===== src/rtl/stream_mux_pkg.sv =====
// Shared types and constants for the packet-aware 2:1 stream multiplexer.
// Source encoding matches the exported sel output: 0 = A, 1 = B.
package stream_mux_pkg;

    typedef enum logic [1:0] {
        IDLE   = 2'd0,
        LOCK_A = 2'd1,
        LOCK_B = 2'd2
    } state_t;

    localparam logic SRC_A = 1'b0;
    localparam logic SRC_B = 1'b1;

    // Convert a source id into the lock state that holds it.
    function automatic state_t lock_state_of(input logic src);
        return (src == SRC_B) ? LOCK_B : LOCK_A;
    endfunction

endpackage


===== src/rtl/rr_arb2.sv =====
// Two-way round-robin arbiter: a lone requester always wins,
// and a tie goes to the side that rr currently favours.
import stream_mux_pkg::*;

module rr_arb2 (
    input  logic [1:0] req,
    input  logic       rr,
    output logic       grant_src,
    output logic       grant_vld
);

    always_comb begin
        grant_src = SRC_A;
        grant_vld = 1'b0;
        case (req)
            2'b01: begin
                grant_src = SRC_A;
                grant_vld = 1'b1;
            end
            2'b10: begin
                grant_src = SRC_B;
                grant_vld = 1'b1;
            end
            2'b11: begin
                grant_src = rr ? SRC_B : SRC_A;
                grant_vld = 1'b1;
            end
            default: begin
                grant_src = SRC_A;
                grant_vld = 1'b0;
            end
        endcase
    end

endmodule


===== src/rtl/stream_mux_2to1.sv =====
// Packet-aware 2:1 stream mux: round-robin grant held for a whole packet,
// single registered output stage, registered select exported as sel.
import stream_mux_pkg::*;

module stream_mux_2to1 #(
    parameter int DATA_W = 8
) (
    input  logic              clk,
    input  logic              rst_n,
    input  logic              a_valid,
    input  logic [DATA_W-1:0] a_data,
    input  logic              a_last,
    output logic              a_ready,
    input  logic              b_valid,
    input  logic [DATA_W-1:0] b_data,
    input  logic              b_last,
    output logic              b_ready,
    output logic              y_valid,
    output logic [DATA_W-1:0] y_data,
    output logic              y_last,
    input  logic              y_ready,
    output logic              sel,
    output logic              busy
);

    state_t              r_state;
    state_t              w_state_next;
    logic                r_rr;
    logic                w_rr_next;
    logic                r_y_valid;
    logic [DATA_W-1:0]   r_y_data;
    logic                r_y_last;
    logic                r_sel;

    logic                w_load_ok;
    logic                w_grant_src;
    logic                w_grant_vld;
    logic                w_a_ready;
    logic                w_b_ready;
    logic                w_a_hs;
    logic                w_b_hs;
    logic                w_hs;
    logic                w_src;
    logic                w_last;
    logic [DATA_W-1:0]   w_data;

    // The output stage can take a beat when empty or when it drains this cycle.
    assign w_load_ok = !r_y_valid || y_ready;

    rr_arb2 u_arb (
        .req       ({b_valid, a_valid}),
        .rr        (r_rr),
        .grant_src (w_grant_src),
        .grant_vld (w_grant_vld)
    );

    always_comb begin
        w_a_ready = 1'b0;
        w_b_ready = 1'b0;
        case (r_state)
            IDLE: begin
                if (w_grant_vld) begin
                    if (w_grant_src == SRC_A) begin
                        w_a_ready = w_load_ok;
                    end else begin
                        w_b_ready = w_load_ok;
                    end
                end
            end
            LOCK_A: w_a_ready = w_load_ok;
            LOCK_B: w_b_ready = w_load_ok;
            default: begin
                w_a_ready = 1'b0;
                w_b_ready = 1'b0;
            end
        endcase
        // Nothing is accepted while the block is held in reset.
        if (!rst_n) begin
            w_a_ready = 1'b0;
            w_b_ready = 1'b0;
        end
    end

    assign w_a_hs = a_valid && w_a_ready;
    assign w_b_hs = b_valid && w_b_ready;
    assign w_hs   = w_a_hs || w_b_hs;

    always_comb begin
        w_src  = w_b_hs ? SRC_B : SRC_A;
        w_data = w_b_hs ? b_data : a_data;
        w_last = w_b_hs ? b_last : a_last;
    end

    always_comb begin
        w_state_next = r_state;
        w_rr_next    = r_rr;
        if (w_hs) begin
            if (w_last) begin
                w_state_next = IDLE;
                w_rr_next    = ~w_src;
            end else begin
                w_state_next = lock_state_of(w_src);
            end
        end
    end

    always_ff @(posedge clk or negedge rst_n) begin
        if (!rst_n) begin
            r_state <= IDLE;
            r_rr    <= SRC_A;
        end else begin
            r_state <= w_state_next;
            r_rr    <= w_rr_next;
        end
    end

    // A same-cycle drain and load keeps y_valid high for back-to-back beats.
    always_ff @(posedge clk or negedge rst_n) begin
        if (!rst_n) begin
            r_y_valid <= 1'b0;
            r_y_data  <= '0;
            r_y_last  <= 1'b0;
            r_sel     <= SRC_A;
        end else if (w_hs) begin
            r_y_valid <= 1'b1;
            r_y_data  <= w_data;
            r_y_last  <= w_last;
            r_sel     <= w_src;
        end else if (r_y_valid && y_ready) begin
            r_y_valid <= 1'b0;
        end
    end

    assign a_ready = w_a_ready;
    assign b_ready = w_b_ready;
    assign y_valid = r_y_valid;
    assign y_data  = r_y_data;
    assign y_last  = r_y_last;
    assign sel     = r_sel;
    assign busy    = (r_state != IDLE);

endmodule


===== config.mk =====
export PLATFORM = sky130hd
export DESIGN_NAME = stream_mux_2to1
export DESIGN_NICKNAME = d
export VERILOG_FILES = /design/src/rtl/stream_mux_pkg.sv /design/src/rtl/rr_arb2.sv /design/src/rtl/stream_mux_2to1.sv
export SDC_FILE = /design/constraint.sdc
export NUM_CORES = 1
export LEC_CHECK = 0
export CAP_MARGIN = 20
export CORE_MARGIN = 4
export CORE_UTILIZATION = 40
export DETAILED_ROUTE_END_ITERATION = 10
export PLACE_DENSITY = 0.82
export SLEW_MARGIN = 20
export SYNTH_ARGS = -nofsm -noshare
export SYNTH_HDL_FRONTEND = slang
export SYNTH_SLANG_ARGS = --single-unit

===== constraint.sdc =====
create_clock -name clk -period 3.94 [get_ports clk]
set_clock_uncertainty 0.1 [all_clocks]
set_input_delay 1.182 -clock clk [delete_from_list [all_inputs] [get_ports clk]]
set_output_delay 1.182 -clock clk [all_outputs]
set_load 0.02 [all_outputs]

==> flow_summary.toml <==
[clocking]
cts_setup_buffers = 0
path_clk_slew_ns = 0.08
htree_levels = 1
cts_tree = "built"
clk_latency_ns = 0.27
cts_root_buffer = "clkbuf_4"
cts_sinks = 14
cts_buffers = 3
cts_buffer_depth = 2

[sta]
fin_crit_sh = 0.8930
setup_tns_ns = 0
setup_viol = 0
period_minus_slack_ns = 3.519
hold_viol = 0
tightest_slew_ns = 0.7494
grt_setup_unrepaired = "false"
finalMaxSlewViolations = 0
slew_headroom = 0.5004
max_freq_mhz = 284.2

[die]
chipHeight_um = 49.67
die_w_um = 49.67
ioPinCount = 37
start_util = 0.4405
dieArea_um2 = 2467
core_area_um2 = 1577
rows = 14

[yosys]
synthDistinctLibCells = 22
synth_area_um2 = 694.4
yosysSeqAreaShare = 0.5045
synth_cells = 63
ys_ff_latch = 14
syn_avg_cell_area_um2 = 11.02
yosys_warnings = 0
syn-num-nets = 86

[pwr]
power_density_nw_per_um2 = 675.2
finalPower_uw = 756.1
ir_drop_mv = 0.4058
p_leak_uw = 0.0005388

[layout]
fillers = 125
fin_nets = 128
seqCellArea_um2 = 350.3
layout-drive-gt1-share = 0.1346
n_antenna_cell = 0
multi_input_area_um2 = 276.5
area_growth_pct = 61.26

[drt]
drt_pass1_iterations = 5
antenna_left = 0
dr.first_iter.drc_count = 33
drc = 0
totalWireLength_um = 1725
vias_per_cell = 5.550
avgRoutedWirePerCell_um = 14.38
dr_total_vias = 666

[placement]
place_congestion = 0.8437
port_buffers = 36
dpl.hpwl_um = 1327

[critical_path]
crit_type = "input port to output port"
r2r-end = "y_last"
critPathLaunchType = "input port"
reg2reg_from = "r_state[1]"
reg2reg_slack_ns = 2.15
r2r_cells = 3
critical_path.max_fanout = 2
endpoint_kind = "output port"
worstPathArrival_ns = 2.24
cp_data_required_time_ns = 2.66

[grt]
antenna_found_initial = 0
grt_usage = 0.1502
grt_pass1_vias = 650
overflow = 0
grt_start_max_net_pins = 18
grt_first_pass_wirelength_um = 2891

[min_path]
hold_class = "flip-flop to flip-flop"
min-delay-start = "y_data[1]"
min_path_cells = 2
hold_end = "y_data[1]"

[flow_run]
maxCapViolCount = 0

[status]
outcome = "finished, final reports clean"
[timing repair]
action,CTS,global route
setup endpoints to repair,0,2
hold buffers,0,0
endpoints found under the hold margin,0,0
gates resized for setup,0,2
[power by group]
group	internal [uW]	switching, uW
clock network	56.1	45.3
registers	211	52.1
logic	207	184
total	474	282
[logic make-up (layout without fill, tap and decap cells)]
family	count (synthesis)	in the layout	share of synthesized area
buffers and inverters	15	56	0.09730
AO/OA/AOI/OAI	19	19	0.2721
flip-flops	14	14	0.5045
AND/OR/NAND/NOR	15	15	0.1261
[registers in the layout, indices dropped and copies added (netlist names)]
signal and flops:
sel 1, r_rr 1, y_data 8, y_last 1, r_state 2, y_valid 1
[cell usage after synthesis]
library cell / instances / area [um2]
nor3_1: 2 / 10.01
buf_4: 1 / 7.510
nor2b_1: 1 / 6.260
buf_6: 1 / 11.26
a2111oi_4: 1 / 27.53
a21oi_1: 3 / 15.01
a21oi_2: 1 / 8.760
o2111a_2: 1 / 12.51
and2b_1: 1 / 7.510
nor2_1: 3 / 11.26
nand2b_1: 2 / 12.51
o211ai_2: 1 / 12.51
nand2_1: 3 / 11.26
or2_2: 1 / 6.260
nand2b_4: 1 / 13.76
inv_1: 13 / 48.80
a222oi_1: 9 / 90.09
o21bai_1: 1 / 7.510
a31oi_1: 1 / 6.260
a41oi_1: 1 / 8.760
dfrtp_1: 14 / 350.3
nor2b_2: 1 / 8.760
[cells in the final DEF (no fill, tap or decap)]
cell,instances
clkdlybuf4s50_1,34
nor2_1,3
nand2b_1,2
a222oi_1,9
clkbuf_4,3
nand2_1,3
buf_4,3
o211ai_2,1
a21oi_1,3
dlymetal6s2s_1,2
a41oi_1,1
clkbuf_8,1
a21oi_2,1
inv_1,13
nor3_1,2
dfrtp_1,14
nor2b_2,1
a2111oi_4,1
o2111a_2,1
and2b_1,1
nand2b_4,1
nor2b_1,1
a31oi_1,1
or2_2,1
o21bai_1,1
[final cells by class]
type	count	area share
clock buffers	4	0.03240
inverters	13	0.04358
multi-input cells	34	0.2469
flip-flops and latches	14	0.3129
well taps	16	0.01788
repair buffers	39	0.3464
[through the flow]
step | instance area (um2) | worst slack, ns | hold WS, ns | std cells | util
6_report | 1120 | 0.4215 | 0.4148 | 120 | 0.7103
5_1_grt | 1120 | 0.2915 | 0.4403 | 120 | 0.7103
4_1_cts | 1115 | 0.01932 | 0.4169 | 120 | 0.7071
3_5_place_dp | 1079 | 0.02366 | 0.3963 | 116 | 0.6841
3_3_place_gp | 1079 | 0.03088 | 0.3918 | 116 | 0.6841
2_1_floorplan | 694.4 | 0.7523 | 0.4632 | 63 | -
[layer usage]
layer  part of all wire  global-route usage  vias to the layer above
li1                   -                   -                      315
met1               0.42              0.1730                      321
met2               0.48              0.2599                       28
met3              0.086             0.05422                        2
met4             0.0064             0.04147                        0
met5                  0                   0                        -
[worst max-delay path, cell delays in order]
cell,delay [ns]
clkdlybuf4s50_1,0.47
nand2b_1,0.12
nand2_1,0.07
nor3_1,0.15
dlymetal6s2s_1,0.25
[worst max-delay path by stage]
| stage | start | cells after the start | to | slack, ns |
|---|---|---|---|---|
| floorplan | y_ready | 3 | a_ready | 0.75 |
| global placement | y_ready | 5 | a_ready | 0.03 |
| detailed placement | y_ready | 5 | a_ready | 0.02 |
| CTS | y_ready | 5 | a_ready | 0.02 |
| global route | y_ready | 5 | a_ready | 0.29 |
| finish | y_ready | 5 | a_ready | 0.42 |
Note: power is estimated with default switching activity, not from simulation.
